File: src/rtl/alu_pkg.sv
// rtl/alu_pkg.sv - shared types for the multi-precision ALU sequencer
package alu_pkg;

  typedef enum logic [2:0] {
    OP_ADD = 3'b000,
    OP_SUB = 3'b001,
    OP_AND = 3'b010,
    OP_OR  = 3'b011,
    OP_XOR = 3'b100,
    OP_NOT = 3'b101,
    OP_LSL = 3'b110,
    OP_LSR = 3'b111
  } alu_op_e;

  typedef enum logic [1:0] {
    ST_IDLE = 2'd0,
    ST_EXEC = 2'd1,
    ST_DONE = 2'd2
  } alu_seq_state_e;

  typedef struct packed {
    logic c;
    logic z;
    logic n;
    logic v;
  } flags_t;

  function automatic logic is_shift(alu_op_e op);
    return (op == OP_LSL) || (op == OP_LSR);
  endfunction

endpackage

File: src/rtl/alu_seq.sv
// rtl/alu_seq.sv - drives an external 8-bit ALU word by word to run WORDS*WIDTH-bit ops
// and keeps the persistent C/Z/N/V status register.
module alu_seq
  import alu_pkg::*;
#(
  parameter int WIDTH = 8,
  parameter int WORDS = 2
) (
  input  logic                     clk,
  input  logic                     rst,
  input  logic                     req_valid,
  output logic                     req_ready,
  input  logic [2:0]               req_op,
  input  logic [WIDTH*WORDS-1:0]   req_a,
  input  logic [WIDTH*WORDS-1:0]   req_b,
  input  logic                     req_update_flags,
  output logic                     resp_valid,
  input  logic                     resp_ready,
  output logic [WIDTH*WORDS-1:0]   resp_y,
  output logic                     flag_c,
  output logic                     flag_z,
  output logic                     flag_n,
  output logic                     flag_v,
  output logic [WIDTH-1:0]         alu_a,
  output logic [WIDTH-1:0]         alu_b,
  output logic [2:0]               alu_op,
  output logic                     alu_c_in,
  output logic                     alu_en,
  output logic                     alu_update_flags,
  input  logic [WIDTH-1:0]         alu_y,
  input  logic                     alu_c_out,
  input  logic                     alu_v
);

  localparam int N   = WIDTH * WORDS;
  localparam int SHW = $clog2(N);
  localparam int WW  = $clog2(WORDS);

  alu_seq_state_e   state_q, state_d;
  alu_op_e          op_q, op_d;
  logic [N-1:0]     a_q, a_d, b_q, b_d, res_q, res_d;
  logic             upd_q, upd_d, carry_q, carry_d;
  logic [SHW-1:0]   pass_q, pass_d;
  logic [WW-1:0]    step_q, step_d, word_idx;
  flags_t           flags_q, flags_d, flags_new;
  logic             shifting, step_last, op_last, zero_shift, shift_in, shift_out;
  logic [WIDTH-1:0] word_a, word_b, word_res;

  assign shifting   = is_shift(op_q);
  assign word_idx   = (op_q == OP_LSR) ? (WW'(WORDS - 1) - step_q) : step_q;
  assign word_a     = a_q[word_idx*WIDTH +: WIDTH];
  assign word_b     = b_q[word_idx*WIDTH +: WIDTH];
  assign step_last  = (step_q == WW'(WORDS - 1));
  assign op_last    = step_last && (!shifting || (pass_q == SHW'(1)));
  assign zero_shift = is_shift(alu_op_e'(req_op)) && (req_b[SHW-1:0] == '0);
  // Bit carried across word boundaries within one shift pass; nothing enters at the start of a pass.
  assign shift_in   = (step_q == '0) ? 1'b0 : carry_q;
  assign shift_out  = (op_q == OP_LSL) ? word_a[WIDTH-1] : word_a[0];

  always_ff @(posedge clk) begin
    if (rst) begin
      state_q <= ST_IDLE;
    end else begin
      state_q <= state_d;
    end
  end

  always_comb begin
    state_d = state_q;
    case (state_q)
      ST_IDLE: if (req_valid) state_d = zero_shift ? ST_DONE : ST_EXEC;
      ST_EXEC: if (op_last) state_d = ST_DONE;
      ST_DONE: if (resp_ready) state_d = ST_IDLE;
      default: state_d = ST_IDLE;
    endcase
  end

  always_comb begin
    req_ready        = (state_q == ST_IDLE) && !rst;
    resp_valid       = (state_q == ST_DONE);
    alu_en           = 1'b0;
    alu_update_flags = 1'b0;
    alu_op           = 3'b000;
    alu_a            = '0;
    alu_b            = '0;
    alu_c_in         = 1'b0;
    if (state_q == ST_EXEC) begin
      alu_en           = 1'b1;
      alu_update_flags = 1'b1;
      alu_op           = op_q;
      alu_a            = word_a;
      alu_b            = shifting ? WIDTH'(1) : word_b;
      if (op_q == OP_ADD || op_q == OP_SUB) begin
        alu_c_in = (step_q == '0) ? (op_q == OP_SUB) : carry_q;
      end
    end
  end

  always_comb begin
    a_d       = a_q;
    b_d       = b_q;
    op_d      = op_q;
    upd_d     = upd_q;
    pass_d    = pass_q;
    step_d    = step_q;
    carry_d   = carry_q;
    res_d     = res_q;
    flags_d   = flags_q;
    flags_new = '0;
    word_res  = alu_y;
    if (state_q == ST_IDLE && req_valid) begin
      op_d    = alu_op_e'(req_op);
      a_d     = req_a;
      b_d     = req_b;
      upd_d   = req_update_flags;
      pass_d  = req_b[SHW-1:0];
      step_d  = '0;
      carry_d = 1'b0;
      res_d   = zero_shift ? req_a : '0;
      if (zero_shift && req_update_flags) begin
        flags_new.z = ~|req_a;
        flags_new.n = req_a[N-1];
        flags_d     = flags_new;
      end
    end else if (state_q == ST_EXEC) begin
      case (op_q)
        OP_LSL:  word_res = alu_y | {{(WIDTH-1){1'b0}}, shift_in};
        OP_LSR:  word_res = alu_y | {shift_in, {(WIDTH-1){1'b0}}};
        default: word_res = alu_y;
      endcase
      res_d[word_idx*WIDTH +: WIDTH] = word_res;
      carry_d = shifting ? shift_out : alu_c_out;
      if (step_last) begin
        step_d = '0;
        // A finished pass becomes the operand of the next one.
        if (shifting) begin
          a_d    = res_d;
          pass_d = pass_q - SHW'(1);
        end
      end else begin
        step_d = step_q + WW'(1);
      end
      if (op_last && upd_q) begin
        flags_new.c = (op_q == OP_ADD || op_q == OP_SUB) ? alu_c_out : (shifting ? shift_out : 1'b0);
        flags_new.v = (op_q == OP_ADD || op_q == OP_SUB) ? alu_v : 1'b0;
        flags_new.z = ~|res_d;
        flags_new.n = res_d[N-1];
        flags_d     = flags_new;
      end
    end
  end

  always_ff @(posedge clk) begin
    if (rst) begin
      op_q    <= OP_ADD;
      a_q     <= '0;
      b_q     <= '0;
      upd_q   <= 1'b0;
      pass_q  <= '0;
      step_q  <= '0;
      carry_q <= 1'b0;
      res_q   <= '0;
      flags_q <= '0;
    end else begin
      op_q    <= op_d;
      a_q     <= a_d;
      b_q     <= b_d;
      upd_q   <= upd_d;
      pass_q  <= pass_d;
      step_q  <= step_d;
      carry_q <= carry_d;
      res_q   <= res_d;
      flags_q <= flags_d;
    end
  end

  assign resp_y = res_q;
  assign flag_c = flags_q.c;
  assign flag_z = flags_q.z;
  assign flag_n = flags_q.n;
  assign flag_v = flags_q.v;

endmodule

File: config.mk
export PLATFORM = sky130hd
export DESIGN_NAME = alu_seq
export DESIGN_NICKNAME = d
export VERILOG_FILES = /design/src/rtl/alu_pkg.sv /design/src/rtl/alu_seq.sv
export SDC_FILE = /design/constraint.sdc
export NUM_CORES = 1
export LEC_CHECK = 0
export ABC_AREA = 1
export CAP_MARGIN = 20
export CORE_ASPECT_RATIO = 1.2
export CORE_MARGIN = 2
export CORE_UTILIZATION = 30
export DETAILED_ROUTE_END_ITERATION = 16
export GPL_ROUTABILITY_DRIVEN = 1
export GPL_TIMING_DRIVEN = 1
export PLACE_DENSITY_LB_ADDON = 0.1
export SLEW_MARGIN = 10
export SYNTH_ARGS = -nofsm -noshare
export SYNTH_HDL_FRONTEND = slang
export SYNTH_SLANG_ARGS = --single-unit
export TNS_END_PERCENT = 20
File: constraint.sdc
create_clock -name clk -period 3.1 [get_ports clk]
set_input_delay 0.62 -clock clk [delete_from_list [all_inputs] [get_ports clk]]
set_output_delay 0.62 -clock clk [all_outputs]
set_load 0.01 [all_outputs]
==> qor.txt <==
overall global routing resource usage -> 20.12%
Starting DRT DRC Count -> 192
leakage power total -> 0.002054 uW
DR vias -> 3,731
WP buf/inv -> 3
Setup Skew -> 0.005138 ns
setup bufs post-CTS -> 0
Num Clock Sinks -> 64
Place WS -> 0.4525 ns
Req. time, crit path -> 2.48 ns
clk buf depth -> 2
slowest CP cell -> clkdlybuf4s50_1
worst hold path startpoint -> flag_c$_SDFFE_PP0P_
Max-Cap Viols -> 0
mux cell area share after synthesis -> 0%
Yosys warnings -> 0
Starting Density -> 30.86%
status -> completed
Worst slew margin -> 65.14%
n_diodes -> 0
min cycle time layout -> 2.911 ns
power share of the clock group -> 39.0%
hold crit path type -> flip-flop to flip-flop
CTS Root Cell -> clkbuf_16
power density cells -> 579.9 nW/um^2
core area -> 11,040 um^2
final RePlAce weighted congestion -> 0.9354
#FFs+latches synth -> 64
share of the synthesized area in the top cell type -> 37.62%
Ports -> 94
multi-input logic area -> 1774 um^2
clock slew at reported path FFs -> 0.05 ns
post-synthesis simple-gate area fraction -> 26.67%
Max Slew Vio Count -> 0
Num CTS Buffers -> 9
R2R depth -> 7
Nets -> 661
first-pass GRT wire length -> 18.87 mm
CP most frequent cell -> nor2_1
Min-Delay Path Depth -> 2
vias in the first global route -> 3,799
Synth Area in Adders -> 0.7348%
final worst slack -> 0.1893 ns
clk_lat worst skew -> 0.33 ns
slew at the pin closest to its max-slew limit -> 0.5209 ns
Net Count, Synth -> 578
Synth Area per Inst -> 6.475 um^2
PortBufs -> 93
r2r startpoint -> state_q[1]$_SDFFE_PP0P_
Area Growth Syn to Fin -> 39.42%
DR DRC count -> 0
die area -> 12,220 um^2
CP max FO -> 12
Antenna Nets Post-Route -> 0
final WL -> 11.89 mm
Synth Instances -> 526
DR WL/cell -> 15.94 um
Setup CP Type -> flip-flop to primary output
RSZ-0062 raised after global routing -> no
Power, Total -> 2753 uW
hpwl dp -> 8.687 mm
final hold vios -> 0
sequential fraction of the synthesis area -> 37.62%
fin crit share -> 93.89%
FF-to-FF End -> pass_q[1]$_SDFFE_PP0P_
Post-Syn Area -> 3406 um^2
Comb pwr share -> 25.3%
vias per cell -> 5.001
Max VDD drop -> 0.3141 mV
distinct cell type count after synthesis -> 34
Chip Height -> 120.7 um
Worst path max stage delay -> 0.54 ns
FF/Latch Area -> 1281 um^2
final instance area -> 4748 um^2
worst hold slack -> 0.4656 ns
placed cell area -> 4415 um^2
fmax -> 343.6 MHz
CTS H-Tree Depth -> 3
hold endpoint -> flag_c$_SDFFE_PP0P_
die width -> 101.3 um
largest area contributor in the netlist -> dfxtp_1
CTS tree -> done
Worst R2R Setup Slack -> 1.15 ns
Int Power -> 1915 uW
largest family of logic cells by synthesized area -> simple AND/OR/NAND/NOR gates
Synth Area in XOR/XNOR -> 0.2572%
CP Cell Sequence -> inv_1 > nor2_2 > inv_2 > nor2_1 > o21ai_0 > nor2_1 > clkdlybuf4s50_1
antenna violations before repair -> 0
Worst Setup Start Kind -> flip-flop
DRT Pass-1 Iters -> 5
fill count -> 1,220
FP Rows -> 42
family with the most delay on the worst path -> buffers and inverters
top cells by area, synth -> dfxtp_1, o21ai_0, nor2_1
Setup-failing EPs final -> 0
largest net degree at the start of global routing -> 47
setup_tns -> 0 ns
Net Switching -> 838.1 uW
CP endpoint kind -> primary output
total grt overflow -> 0
ratio of cells with drive above 1 in the final layout -> 7.003%
power share of the sequential group -> 35.7%
Synth Area in Compound Gates -> 24.03%
switching part of the total power -> 30.44%
WP data arrival -> 2.29 ns
layout by cell type, fill, tap and decap left out, types with 5 or more instances in the layout:
master / count
clkdlybuf4s50_1: 93
nor2_1: 92
nand2_1: 77
o21ai_0: 72
dfxtp_1: 64
a21oi_1: 54
inv_1: 53
nand3_1: 29
clkbuf_16: 9
inv_2: 7
o21ai_1: 7
a31oi_1: 7
buf_4: 7
nand2_2: 5
per-stage QoR:
step | cells | utilization, %
global route | 746 | 43.03
detailed placement | 730 | 40.01
finish | 746 | 43.03
CTS | 746 | 42.90
global placement | 730 | 40.01
floorplan | 526 | -
sequential cells by signal, summed over array words and instances (netlist names):
| register | count |
|---|---|
| op_q | 3 |
| flag_n | 1 |
| flag_z | 1 |
| pass_q | 4 |
| resp_y | 16 |
| b_q | 16 |
| a_q | 16 |
| flag_v | 1 |
| flag_c | 1 |
| step_last | 1 |
| upd_q | 1 |
| carry_q | 1 |
| state_q | 2 |
worst max-delay path by stage:
stage | from | slack [ns] | end | cells past startpoint
floorplan | state_q[0]$_SDFFE_PP0P_ | 1.16 | alu_b[1] | 7
global placement | op_q[0]$_SDFFE_PP0P_ | 0.47 | alu_a[7] | 7
detailed placement | step_last$_SDFFE_PP0P_ | 0.45 | alu_a[7] | 5
CTS | step_last$_SDFFE_PP0P_ | 0.08 | alu_b[5] | 5
global route | state_q[0]$_SDFFE_PP0P_ | 0.05 | alu_b[3] | 7
finish | state_q[0]$_SDFFE_PP0P_ | 0.19 | alu_b[5] | 7
area by class of cell:
type	count	area share [%]
multi-input combinational	374	37.36
sequential	64	26.98
timing repair buffer	100	20.71
clock buffer	14	5.982
inverter	60	4.743
tap	132	3.478
clock inverter	2	0.7378
timing repair:
| item | in CTS | in global routing |
|---|---|---|
| gates resized for setup | 0 | 2 |
| setup endpoints to repair | 0 | 8 |
| endpoints found under the hold margin | 0 | 0 |
| hold buffers | 0 | 0 |
tightest hold or removal path, delay by kind of cell, from the launching register on:
family,cells,cell delay (ns)
DFF,1,0.30
AOI/OAI and AO/OA,1,0.06
and+or+nand+nor,1,0.06
power by group through the flow:
stage / registers (uW) / logic (uW) / clock network [uW]
6_report: 984 / 696 / 1070
5_1_grt: 995 / 776 / 1120
4_1_cts: 983 / 696 / 1090
3_5_place_dp: 998 / 692 / 0
3_3_place_gp: 998 / 689 / 0
2_1_floorplan: 995 / 391 / 0
logic make-up after synthesis:
family          count (synthesis)
compound gates                154
xor+xnor                        1
simple gates                  217
fa+ha+maj                       2
flops                          64
buf+inv                        88
cell usage after synthesis:
cell,count
nor2_1,92
nand2_1,77
o21ai_0,72
dfxtp_1,64
a21oi_1,54
inv_1,53
nand3_1,29
clkbuf_1,13
buf_2,9
a31oi_1,7
inv_2,7
o21ai_1,7
nand2_2,6
nor3_1,4
o211ai_1,4
o21bai_1,3
o22ai_1,3
buf_1,2
buf_4,2
buf_6,2
ha_1,2
nor2_2,2
a211oi_2,1
a21boi_0,1
nand2_4,1
nand3_2,1
nand4_1,1
nand4_2,1
nor4_1,1
o2111ai_1,1
o21ai_2,1
or2_1,1
or2_2,1
xor2_1,1
metal layers:
metal | vias to the layer above | wire (um) | share of wire, % | global-route usage, %
met5 | - | 0 | 0 | 0
met4 | 0 | 425 | 3.6 | 10.39
met3 | 27 | 440 | 3.7 | 3.237
met2 | 103 | 5700 | 48 | 33.24
met1 | 1710 | 5324 | 45 | 24.94
li1 | 1891 | - | - | -
Note: power is estimated with default switching activity, not from simulation.
